File: src/rtl/mems_dac_spi_master.sv
// SPI master serialising 24-bit quad-DAC commands MSB-first on SYNC/SCLK/MOSI.
// Optional LDAC strobe after each frame when MEMS_SPI_LDAC_EN is defined.
module mems_dac_spi_master #(
  parameter int DATA_W   = 24,
  parameter int CLK_DIV  = 2,
  parameter int CS_SETUP = 2,
  parameter int CS_HOLD  = 2,
  parameter int CS_IDLE  = 2,
  parameter int LDAC_W   = 4
) (
  input  logic              clk,
  input  logic              rst_n,
  input  logic              start,
  input  logic [DATA_W-1:0] data_in,
  output logic              busy,
  output logic              done,
  output logic              sclk,
  output logic              mosi,
  output logic              sync_n,
  output logic              ldac_n
);

  function automatic int max2(input int a, input int b);
    return (a > b) ? a : b;
  endfunction

  localparam int CMAX = max2(max2(2*CLK_DIV, CS_SETUP), max2(max2(CS_HOLD, CS_IDLE), LDAC_W));
  localparam int CW   = $clog2(CMAX + 1);
  localparam int BW   = $clog2(DATA_W + 1);

  localparam logic [CW-1:0] SETUP_END = CW'(CS_SETUP - 1);
  localparam logic [CW-1:0] PER_END   = CW'(2*CLK_DIV - 1);
  localparam logic [CW-1:0] RISE_PRE  = CW'(CLK_DIV - 1);
  localparam logic [CW-1:0] HALF      = CW'(CLK_DIV);
  localparam logic [CW-1:0] HOLD_END  = CW'(CS_HOLD - 1);
  localparam logic [CW-1:0] GAP_END   = CW'(CS_IDLE - 1);
  localparam logic [CW-1:0] LDAC_END  = CW'(LDAC_W - 1);
  localparam logic [BW-1:0] BIT_END   = BW'(DATA_W - 1);

  typedef enum logic [2:0] {
    S_IDLE = 3'd0, S_SETUP = 3'd1, S_SHIFT = 3'd2, S_HOLD = 3'd3, S_GAP = 3'd4, S_LDAC = 3'd5
  } state_e;

  state_e            state_q, state_d;
  logic [CW-1:0]     cnt_q, cnt_d;
  logic [BW-1:0]     bit_q, bit_d;
  logic [DATA_W-1:0] shreg_q, shreg_d;
  logic busy_d, done_d, sclk_d, mosi_d, sync_n_d, ldac_n_d;

  always_ff @(posedge clk or negedge rst_n) begin
    if (!rst_n) begin
      state_q <= S_IDLE;
      cnt_q   <= '0;
      bit_q   <= '0;
      shreg_q <= '0;
      busy    <= 1'b0;
      done    <= 1'b0;
      sclk    <= 1'b1;
      mosi    <= 1'b0;
      sync_n  <= 1'b1;
      ldac_n  <= 1'b1;
    end else begin
      state_q <= state_d;
      cnt_q   <= cnt_d;
      bit_q   <= bit_d;
      shreg_q <= shreg_d;
      busy    <= busy_d;
      done    <= done_d;
      sclk    <= sclk_d;
      mosi    <= mosi_d;
      sync_n  <= sync_n_d;
      ldac_n  <= ldac_n_d;
    end
  end

  always_comb begin
    state_d = state_q;
    case (state_q)
      S_IDLE:  if (start) state_d = S_SETUP;
      S_SETUP: if (cnt_q == SETUP_END) state_d = S_SHIFT;
      S_SHIFT: if (cnt_q == PER_END && bit_q == BIT_END) state_d = S_HOLD;
      S_HOLD:  if (cnt_q == HOLD_END) state_d = S_GAP;
`ifdef MEMS_SPI_LDAC_EN
      S_GAP:   if (cnt_q == GAP_END) state_d = S_LDAC;
      S_LDAC:  if (cnt_q == LDAC_END) state_d = S_IDLE;
`else
      S_GAP:   if (cnt_q == GAP_END) state_d = S_IDLE;
`endif
      default: state_d = S_IDLE;
    endcase
  end

  // Counters restart on every state entry; the shift happens on the cycle sclk rises.
  always_comb begin
    cnt_d   = cnt_q + 1'b1;
    bit_d   = bit_q;
    shreg_d = shreg_q;
    if (state_d != state_q || state_d == S_IDLE) begin
      cnt_d = '0;
      bit_d = '0;
    end else if (state_q == S_SHIFT && cnt_q == PER_END) begin
      cnt_d = '0;
      bit_d = bit_q + 1'b1;
    end
    if (state_q == S_IDLE && state_d == S_SETUP)
      shreg_d = data_in;
    else if (state_q == S_SHIFT && state_d == S_SHIFT && cnt_q == RISE_PRE)
      shreg_d = shreg_q << 1;
  end

  always_comb begin
    busy_d   = (state_d != S_IDLE);
    sync_n_d = !(state_d == S_SETUP || state_d == S_SHIFT || state_d == S_HOLD);
    sclk_d   = !(state_d == S_SHIFT && cnt_d < HALF);
    mosi_d   = (state_d == S_SETUP || state_d == S_SHIFT) ? shreg_d[DATA_W-1] : 1'b0;
`ifdef MEMS_SPI_LDAC_EN
    done_d   = (state_d == S_LDAC && cnt_d == LDAC_END);
    ldac_n_d = (state_d != S_LDAC);
`else
    done_d   = (state_d == S_GAP && cnt_d == GAP_END);
    ldac_n_d = 1'b1;
`endif
  end

endmodule

File: config.mk
export PLATFORM = sky130hd
export DESIGN_NAME = mems_dac_spi_master
export DESIGN_NICKNAME = d
export VERILOG_FILES = /design/src/rtl/mems_dac_spi_master.sv
export SDC_FILE = /design/constraint.sdc
export NUM_CORES = 1
export LEC_CHECK = 0
export CAP_MARGIN = 20
export CORE_MARGIN = 2
export CORE_UTILIZATION = 47
export DETAILED_ROUTE_END_ITERATION = 12
export PLACE_DENSITY_LB_ADDON = 0.08
export SETUP_SLACK_MARGIN = 0.4
export SYNTH_ARGS = -nofsm -noshare
export SYNTH_HDL_FRONTEND = slang
export SYNTH_SLANG_ARGS = --single-unit
File: constraint.sdc
create_clock -name clk -period 1.84 [get_ports clk]
set_input_delay 0.184 -clock clk [delete_from_list [all_inputs] [get_ports clk]]
set_output_delay 0.184 -clock clk [all_outputs]
set_load 0.005 [all_outputs]
==> flow_results.org, run 1 <==
** Run status
- The run finished with clean final reports.

** Logic synthesis
- Async set or reset register ratio after synthesis :: between 90% and 100%
- Cell with the most instances after synthesis :: sky130_fd_sc_hd__dfrtp_1
- Sequential cells were found to cover 50.4% of the synthesized design area.
- Unique masters post-synth :: 42
- Counting flops with a built-in enable in the synthesized netlist gives 0.
- Post-Syn Instances :: around 180
- The Yosys step of the flow raised 0 warnings.
- Most used DFF post-synth :: sky130_fd_sc_hd__dfrtp_1
- A synthesized cell averages 10.9 um^2.
- The commonest cells after synthesis are sky130_fd_sc_hd__dfrtp_1 (38), sky130_fd_sc_hd__nand2_1 (25), sky130_fd_sc_hd__mux2i_1 (23), sky130_fd_sc_hd__o21ai_1 (23), sky130_fd_sc_hd__nor2_1 (7).
- The biggest area contributor in the post-synthesis netlist is sky130_fd_sc_hd__dfrtp_1.
- Synth area leaders :: sky130_fd_sc_hd__dfrtp_1 (48%), sky130_fd_sc_hd__mux2i_1 (12%), sky130_fd_sc_hd__o21ai_1 (5.8%), sky130_fd_sc_hd__nand2_1 (4.7%), sky130_fd_sc_hd__dfstp_2 (2.6%)
- The top cell type by area accounts for between 40 and 50% of the synthesized area.
- Count of state elements after synthesis :: 40
- Cell area after synthesis :: 1990 um^2
- Post-synthesis net count :: between 200 and 250

** Final layout
- Layout Area Growth over Synthesis :: 31.2%
- 0 antenna diodes ended up in the layout.
- Utilization of the core after routing :: 64.8%
- Nets@finish :: 256
- After routing the design area is 2610 um^2.
- Non-filler cells in the finished layout :: between 200 and 300
- Proportion of layout cells with a drive suffix above 1 :: around a fifth

** Setup path
- The setup path with the least slack is of type flip-flop to flip-flop.
- Cell family with most CP delay :: compound AO/OA/AOI/OAI gates
- Cell count along the critical path :: 5
- Depth of the worst register-to-register path :: 5
- Setup slack on the worst reg-to-reg path comes out at 30 ps.
- Arrival time at the worst endpoint :: 1990 ps
- Origin of the critical flop-to-flop path :: bit_q[1]$_DFFE_PN0P_
- The critical path goes through ha_2 > and4b_4 > a2111o_1 > a221o_1 > nor3b_2.
- The worst setup path is launched from a flip-flop.
- For the worst setup path, the data required time is 2020 ps.
- Crit end category :: flip-flop
- Longest individual stage delay on the worst path :: 430 ps
- The number of buffers and inverters on the critical path is 0.
- RR Endpoint :: mosi$_DFF_PN0_
- Crit path max-delay cell type :: sky130_fd_sc_hd__a2111o_1
- Worst-path fanout max :: 4

** Clocking
- Clk Latency, worst-skew pair :: 280 ps
- Clock tree from TritonCTS :: done
- Cell chosen for the clock root :: sky130_fd_sc_hd__clkbuf_8
- Count of clock tree sinks :: 40
- H-Tree Depth :: 2
- CTS buffer count :: 5
- Clock-pin transition on the worst setup and hold timing paths :: 70 ps
- In this run the deepest clock path goes through 2 buffers.

** Global route
- The first global-routing pass estimated 6830 um of wire.
- Entering global routing, the biggest net connects 48 pins.
- Global routing usage summed across all routing layers :: between 10% and 20%
- The number of global-route vias before repair is about 1500.
- The number of antenna violations at the first check in global routing came to 0.
- Global routing finished with a remaining overflow of 0.

** Timing
- Peak Freq :: 552 MHz
- After layout, the worst path uses between 90% and 100% of the clock period.
- Number of failing setup endpoints in the final timing report :: 0
- Final Hold Violating Endpoints :: 0
- Setup repair after global routing could not meet its margin everywhere.
- Setup clock skew after layout :: 4.59 ps
- Clock period minus worst slack :: between 1500 and 2000 ps
- Smallest hold slack :: between 300 and 400 ps
- Slew Viols, Final :: 0
- Setup TNS :: 0 ps

** Route
- Using the TritonRoute via totals, the vias-per-cell ratio works out to 5.23.
- The final layout contains routed wiring with a total length of 3910 um.
- Count of unresolved DRC violations after routing :: 0
- The first TritonRoute pass finished after 4 iterations.
- In this run the remaining antenna-violating nets after routing total 0.
- Summing over every cut layer, the via total after detailed routing is 1450.
- Number of DRC violations after detailed-routing iteration 0 :: 78
- Dividing the detail-routed wire length by the instance count gives around 14 um.

** Floorplan
- The floorplan step defined a core boundary enclosing 4030 um^2.
- Effective utilization at floorplan :: 49.4%
- Horizontal die dimension :: approximately 69 um
- In this run the vertical extent of the chip is 69.1 um.
- In this run the core area contains 23 standard-cell rows.
- The die covers 4770 um^2.
- 33 I/O pins were placed.

** Worst hold path
- In this run the worst hold path is classified as input pin to async pin.

** Placed design
- Detailed placement ended at an HPWL of roughly 2700 um.
- At the end of routability-driven placement, the weighted congestion stood at ~0.85.
- Count of input and output buffers :: 31
- In this run the cell area measured after placement is approximately 2400 um^2.
- The number of placed instances, taps included, is 262.

** Power
- IR analysis of the VDD net gives a maximum drop of 451 uV.
- Ratio of total power to cell area :: 596 nW/um^2
- In this run the static leakage power is 1.09 nW.

** Flow run
- Across the run, the number of max-cap violations was 0.
-- cell families (layout without fill, tap and decap cells) --
| group | count (synthesis) | count (layout) | synth area share [%] |
|---|---|---|---|
| DFF | 40 | 40 | 50.4 |
| muxes | 23 | 23 | 11.6 |
| xor gates and xnor gates | 6 | 6 | 2.64 |
| other | 1 | 1 | 0.188 |
| and+or+nand+nor | 58 | 58 | 16.3 |
| adders and majority gates | 3 | 3 | 1.89 |
| AOI/OAI and AO/OA | 37 | 37 | 12.7 |
| buffers and inverters | 14 | 59 | 4.28 |
-- worst reg2reg max path: stages, from the launching register on --
cell	delay, ps
sky130_fd_sc_hd__dfrtp_1	390
sky130_fd_sc_hd__ha_2	190
sky130_fd_sc_hd__and4b_4	220
sky130_fd_sc_hd__a2111o_1	430
sky130_fd_sc_hd__a221o_1	320
sky130_fd_sc_hd__nor3b_2	150
-- cells in the final DEF, fill, tap and decap left out, types with 2 or more instances in the layout --
cell type,count
sky130_fd_sc_hd__buf_12,2
sky130_fd_sc_hd__buf_4,12
sky130_fd_sc_hd__buf_6,2
sky130_fd_sc_hd__clkbuf_1,3
sky130_fd_sc_hd__clkbuf_8,5
sky130_fd_sc_hd__clkdlybuf4s50_1,28
sky130_fd_sc_hd__dfrtp_1,37
sky130_fd_sc_hd__dfstp_2,2
sky130_fd_sc_hd__dlygate4sd2_1,2
sky130_fd_sc_hd__ha_2,2
sky130_fd_sc_hd__inv_1,2
sky130_fd_sc_hd__mux2i_1,23
sky130_fd_sc_hd__nand2_1,25
sky130_fd_sc_hd__nand2b_1,3
sky130_fd_sc_hd__nand3_1,4
sky130_fd_sc_hd__nor2_1,7
sky130_fd_sc_hd__nor3_1,4
sky130_fd_sc_hd__o21a_1,2
sky130_fd_sc_hd__o21ai_1,23
sky130_fd_sc_hd__xnor2_1,2
sky130_fd_sc_hd__xor2_1,4
-- flip-flops by register name, indices dropped and copies added, names as in the netlist --
register / flops
cnt_q: 3
bit_q: 5
busy: 1
done: 1
state_q: 3
mosi: 1
shreg_q: 24
sclk: 1
sync_n: 1
-- stage by stage --
stage               power, mW  setup slack [ps]
CTS                      1.58              48.4
finish                   1.56              27.6
detailed placement       1.03              7.38
floorplan               0.944             -11.4
global route             1.65             -44.5
global placement         1.03              80.6
-- final cells by class --
type | instances | area, um^2
Clock buffer | 8 | 80.1
Inverter | 2 | 7.51
Multi-Input combinational cell | 128 | 965
Tap cell | 50 | 62.6
Fill cell | 335 | 1420
Timing Repair Buffer | 49 | 490
Sequential cell | 40 | 1000
-- where the power goes --
group          switching (mW)  internal (mW)
registers             0.00860          0.897
clock network           0.275          0.269
logic                  0.0363         0.0696
total                   0.320           1.24
-- metal layers --
metal	share of wire (%)	wire length (um)	track usage, %	vias up
li1	-	-	-	727
met1	48	1870	22.3	686
met2	47	1830	29.3	31
met3	4.1	161	5.12	6
met4	1.3	49	6.54	0
met5	0	0	0	-
-- how the worst max path moves through the flow --
| stage | startpoint | to | slack, ps |
|---|---|---|---|
| 3_5_place_dp | start | mosi$_DFF_PN0_ | 7 |
| 4_1_cts | bit_q[1]$_DFFE_PN0P_ | shreg_q[13]$_DFFE_PN0P_ | 50 |
| 6_report | bit_q[1]$_DFFE_PN0P_ | mosi$_DFF_PN0_ | 30 |
| 5_1_grt | bit_q[1]$_DFFE_PN0P_ | mosi$_DFF_PN0_ | -40 |
| 3_3_place_gp | start | mosi$_DFF_PN0_ | 80 |
| 2_1_floorplan | bit_q[0]$_DFFE_PN0P_ | mosi$_DFF_PN0_ | -10 |
-- repair_timing --
action | in CTS | in global routing
hold buffers | 1 | 0
resized for setup | 4 | 6
endpoints found under the setup margin | 38 | 36
cloned | 0 | 2
setup buffers | 3 | 1
hold endpoints to repair | 38 | 0
pin swaps | 0 | 4
Note: power is estimated with default switching activity, not from simulation.
==> inputs of run 2 (changes only) <==
--- a/config.mk
+++ b/config.mk
@@ -5,7 +5,6 @@
 export SDC_FILE = /design/constraint.sdc
 export NUM_CORES = 1
 export LEC_CHECK = 0
-export CAP_MARGIN = 20
 export CORE_MARGIN = 2
 export CORE_UTILIZATION = 47
 export DETAILED_ROUTE_END_ITERATION = 12
==> results of run 2 <==
The final DEF is identical to that of run 1; final timing and power are the same.
==> inputs of run 3 (changes only) <==
--- a/config.mk
+++ b/config.mk
@@ -6,7 +6,7 @@
 export NUM_CORES = 1
 export LEC_CHECK = 0
 export CORE_MARGIN = 2
-export CORE_UTILIZATION = 47
+export CORE_UTILIZATION = 50
 export DETAILED_ROUTE_END_ITERATION = 12
 export PLACE_DENSITY_LB_ADDON = 0.08
 export SETUP_SLACK_MARGIN = 0.4
==> constraint.sdc (replaced) <==
create_clock -name clk -period 2.3 [get_ports clk]
set_input_delay 0.23 -clock clk [delete_from_list [all_inputs] [get_ports clk]]
set_output_delay 0.23 -clock clk [all_outputs]
set_load 0.005 [all_outputs]
==> run 3 against run 2 <==
Effect of this change: clock skew is 1.3 ps higher; critical path depth is 1 higher; flip-flop and latch count stayed put; worst hold slack worse by 360 ps; register-to-register slack better by 430 ps; fmax is 1.7% lower; setup slack better by 430 ps; sequential power is 20% lower; global-route usage is 1.3 points higher; via count is 2.9% lower; utilization is 1.7 points higher.
==> flow_results.org, run 3 (synthesized netlist as in run 1, its figures left out) <==
** Timing
- Headroom to the max-slew limit came out at between 40 and 50%.
- Dividing the final minimum period by the clock period gives approximately 80%.
- Setup total negative slack on the finished layout was measured at 0 ps.
- At the pin with the least slew margin, the transition time is 846 ps.
- Counting I/O delays and the setup requirement, the final critical path takes 1840 ps.
- Number of failing setup endpoints in the final timing report :: 0
- Setup clock skew after layout :: 5.85 ps
- Slew Viols, Final :: 0
- Final Hold Violating Endpoints :: 0
- Final critical-path setup slack :: between 400 and 500 ps
- Timing would allow up to approximately 540 MHz.
- Setup repair after global routing could not meet its margin everywhere.

** Route
- Number of DRC violations after detailed-routing iteration 0 :: 142
- In the routed layout, each cell is associated on average with a via count of 5.27.
- For this run, the detailed router's first-pass iteration total came to 4.
- In the routed design, unresolved DRC markers number 0.
- Routed length per instance :: 14.4 um
- The final layout contains routed wiring with a total length of about 3800 um.
- The count of nets left with antenna violations once routing finished came out at 0.
- Total number of vias :: 1408

** Clocking
- CTS buffer count :: 5
- The longest clock path from root to sink contains 2 buffers.
- Count of clock tree sinks :: 40
- Cell chosen for the clock root :: sky130_fd_sc_hd__clkbuf_8
- The H-tree was split into 2 levels.
- Clock-pin transition on the worst setup and hold timing paths :: 70 ps
- TritonCTS built the clock tree.
- Clk Latency, worst-skew pair :: 290 ps
- For this design, the CTS-stage hold fixing added 0 buffers.

** Floorplan
- Horizontal die dimension :: 67.1 um
- From bottom edge to top edge, the die measures 67.1 um.
- The floorplan step defined a die boundary enclosing 4500 um^2.
- Boundary Pins :: 33
- After floorplanning, the core was sized to cover about 3700 um^2.
- Number of placement rows :: 22
- Once the floorplan was initialized, standard cells occupied 53.1% of the core.

** Placed design
- Routability-driven placement finished with a final weighted congestion of 0.852.
- The number of placed instances, taps included, is about 250.
- Input and output buffers added on the ports amount to 31.
- Before CTS, the worst setup slack after placement is roughly 400 ps.
- DP Wirelength :: 2540 um

** Final layout
- Ant diodes :: 0
- Most flop-heavy register :: shreg_q
- At the end of the flow, the number of nets in the layout was approximately 250.
- The register with the most flip-flops in the layout has 24 of them.
- Excluding fillers, the count of instances in the completed layout stands at 267.
- Proportion of layout cells with a drive suffix above 1 :: 16.4%
- The top cell types in the final layout, fill and taps aside, are sky130_fd_sc_hd__dfrtp_1 (35), sky130_fd_sc_hd__clkdlybuf4s50_1 (30), sky130_fd_sc_hd__nand2_1 (25).
- Combined flip-flop and latch cell area :: just over 1000 um^2
- From synthesis to final layout, the design area changed by 25.0%.
- The multi-input combinational cells in the finished layout cover a total of slightly above 900 um^2.
- Utilization of the core after routing :: 66.4%
- Leaving out fill and tap cells, the most frequent cell in the layout is sky130_fd_sc_hd__dfrtp_1.
- Filler Cell Count :: 301
- The largest registers in the layout are shreg_q: 24 flops, bit_q: 5 flops.

** Power
- The analysis attributes to cell leakage a power of 1.04 nW.
- Power spread over the standard cell area amounts to 513 nW/um^2.
- Across the VDD grid, the largest voltage drop is 412 uV.

** Setup path
- Crit path kind :: flip-flop to flip-flop
- Worst-path cell chain :: ha_2 > and4b_4 > a2111oi_4 > buf_6 > mux2i_1 > o21ai_1
- Crit path max-delay cell type :: sky130_fd_sc_hd__dfrtp_1
- Together, buffers and inverters on the worst path number 1.
- STA classifies the critical path startpoint as a flip-flop.
- The worst register-to-register path has a setup slack of approximately 460 ps.
- Worst-path fanout max :: 7
- CP Data Required Time :: 2470 ps
- The largest single stage delay on the critical path is 410 ps.
- Crit end category :: flip-flop
- Cell family with most CP delay :: compound AO/OA/AOI/OAI gates
- Data arrives at the worst endpoint at 2020 ps.

** Global route
- Summed over all layers, the global routing overflow is 0.
- Number of antenna violations at the first check in global routing :: 0
- The first global-routing pass estimated 6320 um of wire.
- Global routing usage summed across all routing layers :: 19.1%
- The number of global-route vias before repair is 1367.
- Largest net degree at the start of global routing :: 41

** Run status
- The flow ran to the end, and the final reports show no timing, DRC or antenna violations.

** Flow run
- The tool flagged a number of max-cap violations equal to 0.

** Worst hold path
- The worst hold path belongs to the class input pin to async pin.
==> run 3: cell count changes in the layout (fill, tap and decap cells not counted), sizes merged <==
cell | before | now
buf | 17 | 11
clkbuf | 9 | 6
dlygate4sd2 | 2 | 0
clkdlybuf4s50 | 28 | 30
clkinv | 0 | 2
dlygate4sd3 | 1 | 0
==> run 3: metrics by stage <==
| step | instance area (um^2) | hold slack (ps) | power (mW) |
|---|---|---|---|
| after global placement | 2320 | 375 | 0.815 |
| after CTS | 2420 | 68.5 | 1.30 |
| after global routing | 2490 | 120 | 1.34 |
| final | 2490 | 37.6 | 1.28 |
| after detailed placement | 2320 | 387 | 0.817 |
| after floorplan | 1990 | -65.6 | 0.755 |
==> run 3: area by class of cell <==
cell class	count	share of cell area, %
clock inverter	2	0.402
clock buffer	6	3.32
inverter	2	0.302
timing repair buffer	41	15.6
tap	48	2.41
sequential	40	40.5
multi-input combinational	128	37.5
==> run 3: power by group <==
part           leakage (nW)  internal (mW)  switching [mW]
registers             0.475          0.717         0.00658
clock network        0.0510          0.239           0.236
logic                 0.512         0.0508          0.0272
total                  1.04           1.01           0.270
==> run 3: routing by layer <==
layer | routed length [um] | vias up | GRT usage (%)
met5 | 0 | - | 0
met4 | 74 | 0 | 7.14
met1 | 1860 | 660 | 26.4
met2 | 1750 | 30 | 28.7
met3 | 158 | 9 | 5.07
li1 | - | 709 | -
==> run 3: worst register-to-register path, stage by stage (launching register included) <==
cell and delay, ps:
sky130_fd_sc_hd__dfrtp_1 410, sky130_fd_sc_hd__ha_2 200, sky130_fd_sc_hd__and4b_4 220, sky130_fd_sc_hd__a2111oi_4 400
sky130_fd_sc_hd__buf_6 220, sky130_fd_sc_hd__mux2i_1 210, sky130_fd_sc_hd__o21ai_1 90
==> run 3: what timing repair did <==
item / CTS / global route
setup buffers: 0 / 5
setup endpoints to repair: 3 / 32
resized for setup: 3 / 8
cloned: 0 / 1
pin swaps: 0 / 2
==> run 3: path summary, 6_finish.rpt <==
| path | start | endpoint | cells after the start |
|---|---|---|---|
| worst max-delay path | bit_q[1]$_DFFE_PN0P_ | shreg_q[8]$_DFFE_PN0P_ | 6 |
| worst min-delay path | rst_n | shreg_q[7]$_DFFE_PN0P_ | 1 |
| worst max register to register | bit_q[1]$_DFFE_PN0P_ | shreg_q[8]$_DFFE_PN0P_ | 6 |
| worst min register to register | shreg_q[0]$_DFFE_PN0P_ | shreg_q[0]$_DFFE_PN0P_ | 2 |
| max in group asynchronous | rst_n | state_q[1]$_DFF_PN0_ | 1 |
| min in group clk | data_in[18] | shreg_q[18]$_DFFE_PN0P_ | 3 |
